## src/rtl/kyber_pkg.sv

```systemverilog
// Shared Kyber datapath constants, FSM state encoding and the coefficient mask helper.
package kyber_pkg;

    localparam int N_COEFF = 256;
    localparam int D_MAX   = 12;

    typedef enum logic [1:0] {
        ST_IDLE  = 2'd0,
        ST_LOAD  = 2'd1,
        ST_DRAIN = 2'd2,
        ST_DONE  = 2'd3
    } enc_state_t;

    // Low d bits set; d above D_MAX saturates to all ones.
    function automatic logic [D_MAX-1:0] mask_d(input logic [3:0] d);
        logic [D_MAX-1:0] m;
        m = '0;
        for (int i = 0; i < D_MAX; i++) begin
            m[i] = (i < int'(d));
        end
        return m;
    endfunction

endpackage

```

## src/rtl/byte_encode_stream.sv

```systemverilog
// Streaming ByteEncode_d: packs d-bit coefficients LSB-first into a byte stream,
// with valid/ready on both sides and d chosen per run.
module byte_encode_stream #(
    parameter int N_COEFF = kyber_pkg::N_COEFF,
    parameter int D_MAX   = kyber_pkg::D_MAX,
    parameter int ACC_W   = D_MAX + 7
) (
    input  logic             clk,
    input  logic             rst,
    input  logic             start,
    input  logic [3:0]       d_sel,
    output logic             err,
    output logic             busy,
    output logic             done,
    input  logic             coeff_valid,
    output logic             coeff_ready,
    input  logic [D_MAX-1:0] coeff_data,
    output logic             byte_valid,
    input  logic             byte_ready,
    output logic [7:0]       byte_data
);

    import kyber_pkg::*;

    localparam int CNT_W = $clog2(N_COEFF + 1);

    enc_state_t       state_reg, state_next;
    logic [ACC_W-1:0] acc_reg, acc_next;
    logic [4:0]       fill_reg, fill_next;
    logic [CNT_W-1:0] cnt_reg, cnt_next;
    logic [3:0]       d_reg, d_next;
    logic             err_reg, err_next;

    logic             d_ok;
    logic             coeff_fire;
    logic             byte_fire;
    logic [D_MAX-1:0] masked;
    logic [ACC_W-1:0] ins;

    // Every output is a decode of registered state only.
    assign busy        = (state_reg != ST_IDLE);
    assign done        = (state_reg == ST_DONE);
    assign err         = err_reg;
    assign coeff_ready = (state_reg == ST_LOAD) && (fill_reg < 5'd8);
    assign byte_valid  = ((state_reg == ST_LOAD) || (state_reg == ST_DRAIN)) && (fill_reg >= 5'd8);
    assign byte_data   = acc_reg[7:0];

    assign coeff_fire = coeff_ready && coeff_valid;
    assign byte_fire  = byte_valid && byte_ready;
    assign d_ok       = (d_sel != 4'd0) && (int'(d_sel) <= D_MAX);
    assign masked     = coeff_data & D_MAX'(mask_d(d_reg));
    assign ins        = ACC_W'(masked) << fill_reg;

    always_comb begin
        state_next = state_reg;
        acc_next   = acc_reg;
        fill_next  = fill_reg;
        cnt_next   = cnt_reg;
        d_next     = d_reg;
        err_next   = 1'b0;

        case (state_reg)
            ST_IDLE: begin
                if (start) begin
                    if (d_ok) begin
                        d_next     = d_sel;
                        acc_next   = '0;
                        fill_next  = '0;
                        cnt_next   = '0;
                        state_next = ST_LOAD;
                    end else begin
                        err_next = 1'b1;
                    end
                end
            end
            ST_LOAD: begin
                if (coeff_fire) begin
                    acc_next  = acc_reg | ins;
                    fill_next = fill_reg + 5'(d_reg);
                    cnt_next  = cnt_reg + 1'b1;
                    if (cnt_reg == CNT_W'(N_COEFF - 1)) begin
                        state_next = ST_DRAIN;
                    end
                end else if (byte_fire) begin
                    acc_next  = acc_reg >> 8;
                    fill_next = fill_reg - 5'd8;
                end
            end
            ST_DRAIN: begin
                // Leave as the last byte goes so done follows that handshake by one cycle.
                if (byte_fire) begin
                    acc_next  = acc_reg >> 8;
                    fill_next = fill_reg - 5'd8;
                    if (fill_reg == 5'd8) begin
                        state_next = ST_DONE;
                    end
                end else if (fill_reg == 5'd0) begin
                    state_next = ST_DONE;
                end
            end
            default: begin
                state_next = ST_IDLE;
            end
        endcase
    end

    always_ff @(posedge clk or posedge rst) begin
        if (rst) begin
            state_reg <= ST_IDLE;
            acc_reg   <= '0;
            fill_reg  <= '0;
            cnt_reg   <= '0;
            d_reg     <= '0;
            err_reg   <= 1'b0;
        end else begin
            state_reg <= state_next;
            acc_reg   <= acc_next;
            fill_reg  <= fill_next;
            cnt_reg   <= cnt_next;
            d_reg     <= d_next;
            err_reg   <= err_next;
        end
    end

endmodule

```

## config.mk

```make
export PLATFORM = sky130hd
export DESIGN_NAME = byte_encode_stream
export DESIGN_NICKNAME = d
export VERILOG_FILES = /design/src/rtl/kyber_pkg.sv /design/src/rtl/byte_encode_stream.sv
export SDC_FILE = /design/constraint.sdc
export NUM_CORES = 1
export LEC_CHECK = 0
export CELL_PAD_IN_SITES_DETAIL_PLACEMENT = 0
export CELL_PAD_IN_SITES_GLOBAL_PLACEMENT = 1
export CORE_MARGIN = 2
export CORE_UTILIZATION = 35
export DETAILED_ROUTE_END_ITERATION = 8
export PLACE_DENSITY = 0.68
export SLEW_MARGIN = 20
export SYNTH_ARGS = -nofsm -noshare
export SYNTH_HDL_FRONTEND = slang
export SYNTH_SLANG_ARGS = --single-unit
```

## constraint.sdc

```tcl
create_clock -name clk -period 3.2 [get_ports clk]
set_input_delay 0.32 -clock clk [delete_from_list [all_inputs] [get_ports clk]]
set_output_delay 0.32 -clock clk [all_outputs]
set_load 0.05 [all_outputs]
```

# Word level (Yosys, flattened, before mapping)
# Index checks and enable logic that the tools add are counted.
[totals]
regBits = 40
latch_bits = 0
ramBits = 0
romBits = 0
input_bits = 21
out_inout_bits = 13
elab_cells = 79
n_memories = 0
[classes]
addsub = 3
mul = 0
n_div = 0
order_cmp = 15
n_eq_ne = 11
n_shift = 1
muxes = 25
n_bitwise = 2
reduce_logical = 16
[op_table]
columns = ["cell", "count"]
rows = [
  ["19-bit 2-to-1 mux", 4],
  ["19-bit case mux with 3 select lines", 1],
  ["9-bit 2-to-1 mux", 3],
  ["5-bit 2-to-1 mux", 4],
  ["19-bit bitwise OR", 1],
  ["12-bit by 5-bit << shifter with 19-bit output", 1],
  ["9-bit case mux with 2 select lines", 1],
  ["3-bit by 4-bit less-than comparator with 1-bit output, first input constant", 4],
  ["4-bit less-than comparator, first input constant", 4],
  ["5-bit case mux with 3 select lines", 1],
  ["2-bit 2-to-1 mux", 7],
  ["12-bit AND", 1],
  ["9-bit by 1-bit adder with 9-bit output, second input constant", 1],
  ["9-bit by 8-bit equality test with 1-bit output, second input constant", 1],
  ["1-bit by 4-bit less-than comparator with 1-bit output, first input constant", 2],
  ["2-bit by 4-bit less-than comparator with 1-bit output, first input constant", 2],
  ["2-bit != test, second input constant", 3],
  ["3-bit by 2-bit != test with 1-bit output, second input constant", 2],
  ["2-bit case mux with 3 select lines", 1],
  ["3-bit AND reduction", 2],
  ["6-bit AND reduction", 1],
  ["5-bit by 4-bit adder with 5-bit output", 1],
  ["5-bit by 4-bit equality test with 1-bit output, second input constant", 1],
  ["5-bit by 4-bit greater-or-equal comparator with 1-bit output, second input constant", 1],
  ["other kinds (15)", 23],
]

# Longest topological paths before layout
[depth]
word_depth = 7
ltp_mapped = 10
mapped_depth_nobuf = 7

# Least setup slack after synthesis
# Ideal clock, no wire load.
[synth_timing]
path_kind = "register -> register"
startpoint = "register fill_reg[4]"
endpoint = "register acc_reg[10]"
setup_time_ps = 124
t_arrival_ps = 2234
required_time_ps = 3076
slack_ps = 841
path_stages_with_launch = 10
period_less_slack_ps = 2359
cell_sequence = "dfrtp_1 > clkbuf_1 > clkinv_1 > ha_1 > nand3_1 > buf_2 > o21ai_0 > a2111o_1 > a41o_1 > o2bb2ai_1"
[synth_via]
elab_chain_cells = 6
[synth_rtl]
columns = ["item", "line", "rtl"]
rows = [
  ["start: declaration", "byte_encode_stream.sv:29", "logic [4:0] fill_reg, fill_next;"],
  ["start signal: assignment", "byte_encode_stream.sv:118", "fill_reg <= fill_next;"],
  ["5-bit by 4-bit greater-or-equal comparator with 1-bit output", "byte_encode_stream.sv:45", "assign byte_valid = ((state_reg == ST_LOAD) || (state_reg == ST_DRAIN)) && (fill_reg >= 5'd8);"],
  ["1-bit logical AND", "byte_encode_stream.sv:45", ""],
  ["1-bit logical AND", "byte_encode_stream.sv:49", "assign byte_fire = byte_valid && byte_ready;"],
  ["19-bit 2-to-1 mux", "n/a", ""],
  ["19-bit 2-to-1 mux", "byte_encode_stream.sv:77", "if (coeff_fire) begin"],
  ["19-bit case mux with 3 select lines (*)", "byte_encode_stream.sv:62", "case (state_reg)"],
  ["end signal: assignment", "byte_encode_stream.sv:117", "acc_reg <= acc_next;"],
  ["end: declaration", "byte_encode_stream.sv:28", "logic [ACC_W-1:0] acc_reg, acc_next;"],
]
# Mark *: on every way between the ends. The rest lies on a longest branch, timed or not.
# A chain may end at the register's enable or synchronous reset.

# Worst setup path after layout
[layout_timing]
startpoint = "register fill_reg[4]"
endpoint = "output port byte_valid"
[layout_via]
elab_chain_cells = 2
[layout_rtl]
columns = ["item", "line", "rtl"]
rows = [
  ["5-bit by 4-bit greater-or-equal comparator with 1-bit output", "byte_encode_stream.sv:45", ""],
  ["1-bit logical AND", "byte_encode_stream.sv:45", ""],
  ["end: declaration", "byte_encode_stream.sv:18", "output logic byte_valid,"],
]
# No other way between the ends.

==> reports/metrics.yaml <==
netSwitchingPower_mw: 0.549
power_density_nw_per_um2: 354
worst_ep_arrival_time_ns: 2.25
antennaDiodeCount: 0
p_sw_share_pct: 38.6
clk_path_buf_depth: 2
clockPowerShare_pct: 26.6
grt_pass1_vias: 3309
die-height_um: 104
fin_ws_ns: 0.630
crit_slowest_cell: "clkdlybuf4s50_1"
hp-class: "input pin to async pin"
p_comb_share_pct: 35.6
clk_latency_ns: 0.31
tightest_slew_ns: 0.814
vdd_ir_drop_max_mv: 0.179
critPathMaxStageDelay_ns: 0.82
grt_max_degree: 32
cp_max_fo: 10
start_kind: "flop"
relSlewSlack_pct: 45.3
avgSynthCellArea_um2: 8.16
synth_nets: 459
synth.top_cell.area_share_pct: 28.8
status: "completed"
die_area_um2: 10700
drtAntennaViolNets: 0
vias: 3437
clk_pin_slew_worst_paths_ns: 0.09
synth.most_common_cell: "nand2_1"
hold_buffers: 0
finalSetupTns_ns: 0
ioPinCount: 34
syn2layout_area_growth_pct: 16.0
crit_type: "flop to output port"
viasPerCell: 5.90
regToRegStartpoint: "fill_reg[4]"
grt_usage_pct: 21.0
ctsResizeCount: 0
ys_seq_area_share_pct: 28.8
slew_violations: 0
leakagePower_nw: 1.60
clockRootBuffer: "clkbuf_8"
ys_ff_latch: 40
layout-drive-gt1-share_pct: 9.78
endpoint_kind: "output port"
final_nets: 483
drc: 0
synth_area_leaders: "dfrtp_1 29%, nand2_1 4.8%, ha_1 4.3%"
portBuffers: 33
routabilityCongestion: 0.920
overflow: 0
rsz0062_at_grt: "false"
yosysWarnings: 0
seqPwrFrac_pct: 37.7
fin_hold_ws_ns: 0.422
wire_per_inst_um: 19.1
start_util_pct: 35.8
async_reset_ff_share_pct: 100
critPathLaunch: "fill_reg[4]"
die_w_um: 104
ys_types: 76
yosys-top-cells-count: "44 x nand2_1, 40 x dfrtp_1, 24 x nor2_1, 24 x o21ai_0, 19 x a21oi_1"
numCtsBuffers: 5
drtIter0Drc: 244
setup_viol: 0
netlist_area_um2: 3470
worstPathRequired_ns: 2.88
postCtsSetupBuffers: 0
internal_power_mw: 0.874
syn-instance-count: 425
core-area_um2: 9680
final_hold_viol_count: 0
rows: 36
ys.flop_type: "dfrtp_1"
grt_pass1_wl_um: 18200
grt_antenna_before_repair: 0
cap_violations: 0
cts_tree: "yes"
min_period_ns: 2.57
largest_register_ff_count: 19
first_pass_iters: 5
pre_cts_ws_ns: 0.492
cts.sinks: 40
synth_edf_count: 0
yosysTopAreaCell: "dfrtp_1"
cts-htree-levels: 2
hpwl_um: 8510
fmax_mhz: 389
crit_path_cell_trace: "clkinv_1, ha_1, nor2_1, clkdlybuf4s50_1"
skew_ns: 0.00902
period_share_pct: 80.3
drt_wl_total_um: 11100
## layer usage
layer	vias to the layer above	GRT usage, %	part of all wire (%)
met5	-	0	0
li1	1660	-	-
met3	19	3.08	4.6
met1	1658	29.6	48
met2	100	33.5	45
met4	0	5.98	1.7
## power by group through the flow
stage | clock, mW | sequential, mW | combinational, mW
2_1_floorplan | 0 | 0.532 | 0.318
3_3_place_gp | 0 | 0.546 | 0.504
3_5_place_dp | 0 | 0.547 | 0.494
4_1_cts | 0.386 | 0.537 | 0.497
5_1_grt | 0.407 | 0.540 | 0.549
6_report | 0.379 | 0.537 | 0.507
## cells in the final DEF, fill, tap and decap left out, types with 5 or more instances in the layout
cell type	instances
nor2b_1	5
ha_1	12
nand2b_1	5
nor2_1	24
o21ai_0	24
o22ai_1	6
dfrtp_1	40
clkbuf_8	6
buf_4	21
nand2_1	44
inv_1	17
mux2i_1	8
nor3_1	14
nand3_1	17
o21ai_1	6
o211ai_1	12
a31oi_1	11
nand4_1	6
xnor2_1	5
a21oi_1	19
a211oi_1	5
clkdlybuf4s50_1	33
nor4_1	5
a22oi_1	9
## path summary, 6_finish.rpt
check | endpoint | slack (ns) | cells after the start
min | cnt_reg[4] | 0.42 | 2
max | byte_valid | 0.63 | 4
max in group asynchronous | acc_reg[13] | 2.11 | 3
max reg2reg | acc_reg[5] | 0.67 | 7
min in group clk | cnt_reg[8] | 0.50 | 2
min reg2reg | cnt_reg[8] | 0.50 | 2
## layout make-up
class | count | area [µm²]
clock inverter | 2 | 15.0
clock buffer | 6 | 82.6
sequential | 40 | 1000
inverter | 18 | 67.6
fill | 1017 | 5660
timing repair buffer | 54 | 488
tap | 133 | 166
multi-input combinational | 330 | 2200
## metrics by stage
| step | instance area [µm²] | utilization, % | cells | power (mW) |
|---|---|---|---|---|
| after global placement | 3930 | 40.5 | 575 | 1.05 |
| after floorplan | 3470 | - | 425 | 0.850 |
| final | 4020 | 41.6 | 583 | 1.42 |
| after CTS | 4020 | 41.6 | 583 | 1.42 |
| after global routing | 4020 | 41.6 | 583 | 1.49 |
| after detailed placement | 3930 | 40.5 | 575 | 1.04 |
## worst max-delay path, delay by kind of cell, from the launching register on
kind	cells	cell delay, ns
buffers and inverters	2	1.04
flip-flops	1	0.53
adder cells (fa/ha/maj)	1	0.25
AND/OR/NAND/NOR	1	0.13
## cells by family (layout without fill, tap and decap cells)
kind of cell	count (synthesis)	after routing	synth area share, %
AND/OR/NAND/NOR	146	146	21.3
multiplexers	12	12	3.61
adder cells (fa/ha/maj)	13	13	4.90
buffers and inverters	55	80	7.64
flip-flops	40	40	28.8
AO/OA/AOI/OAI	153	153	32.1
XOR/XNOR	6	6	1.51
(Power assumes the default switching activity.)
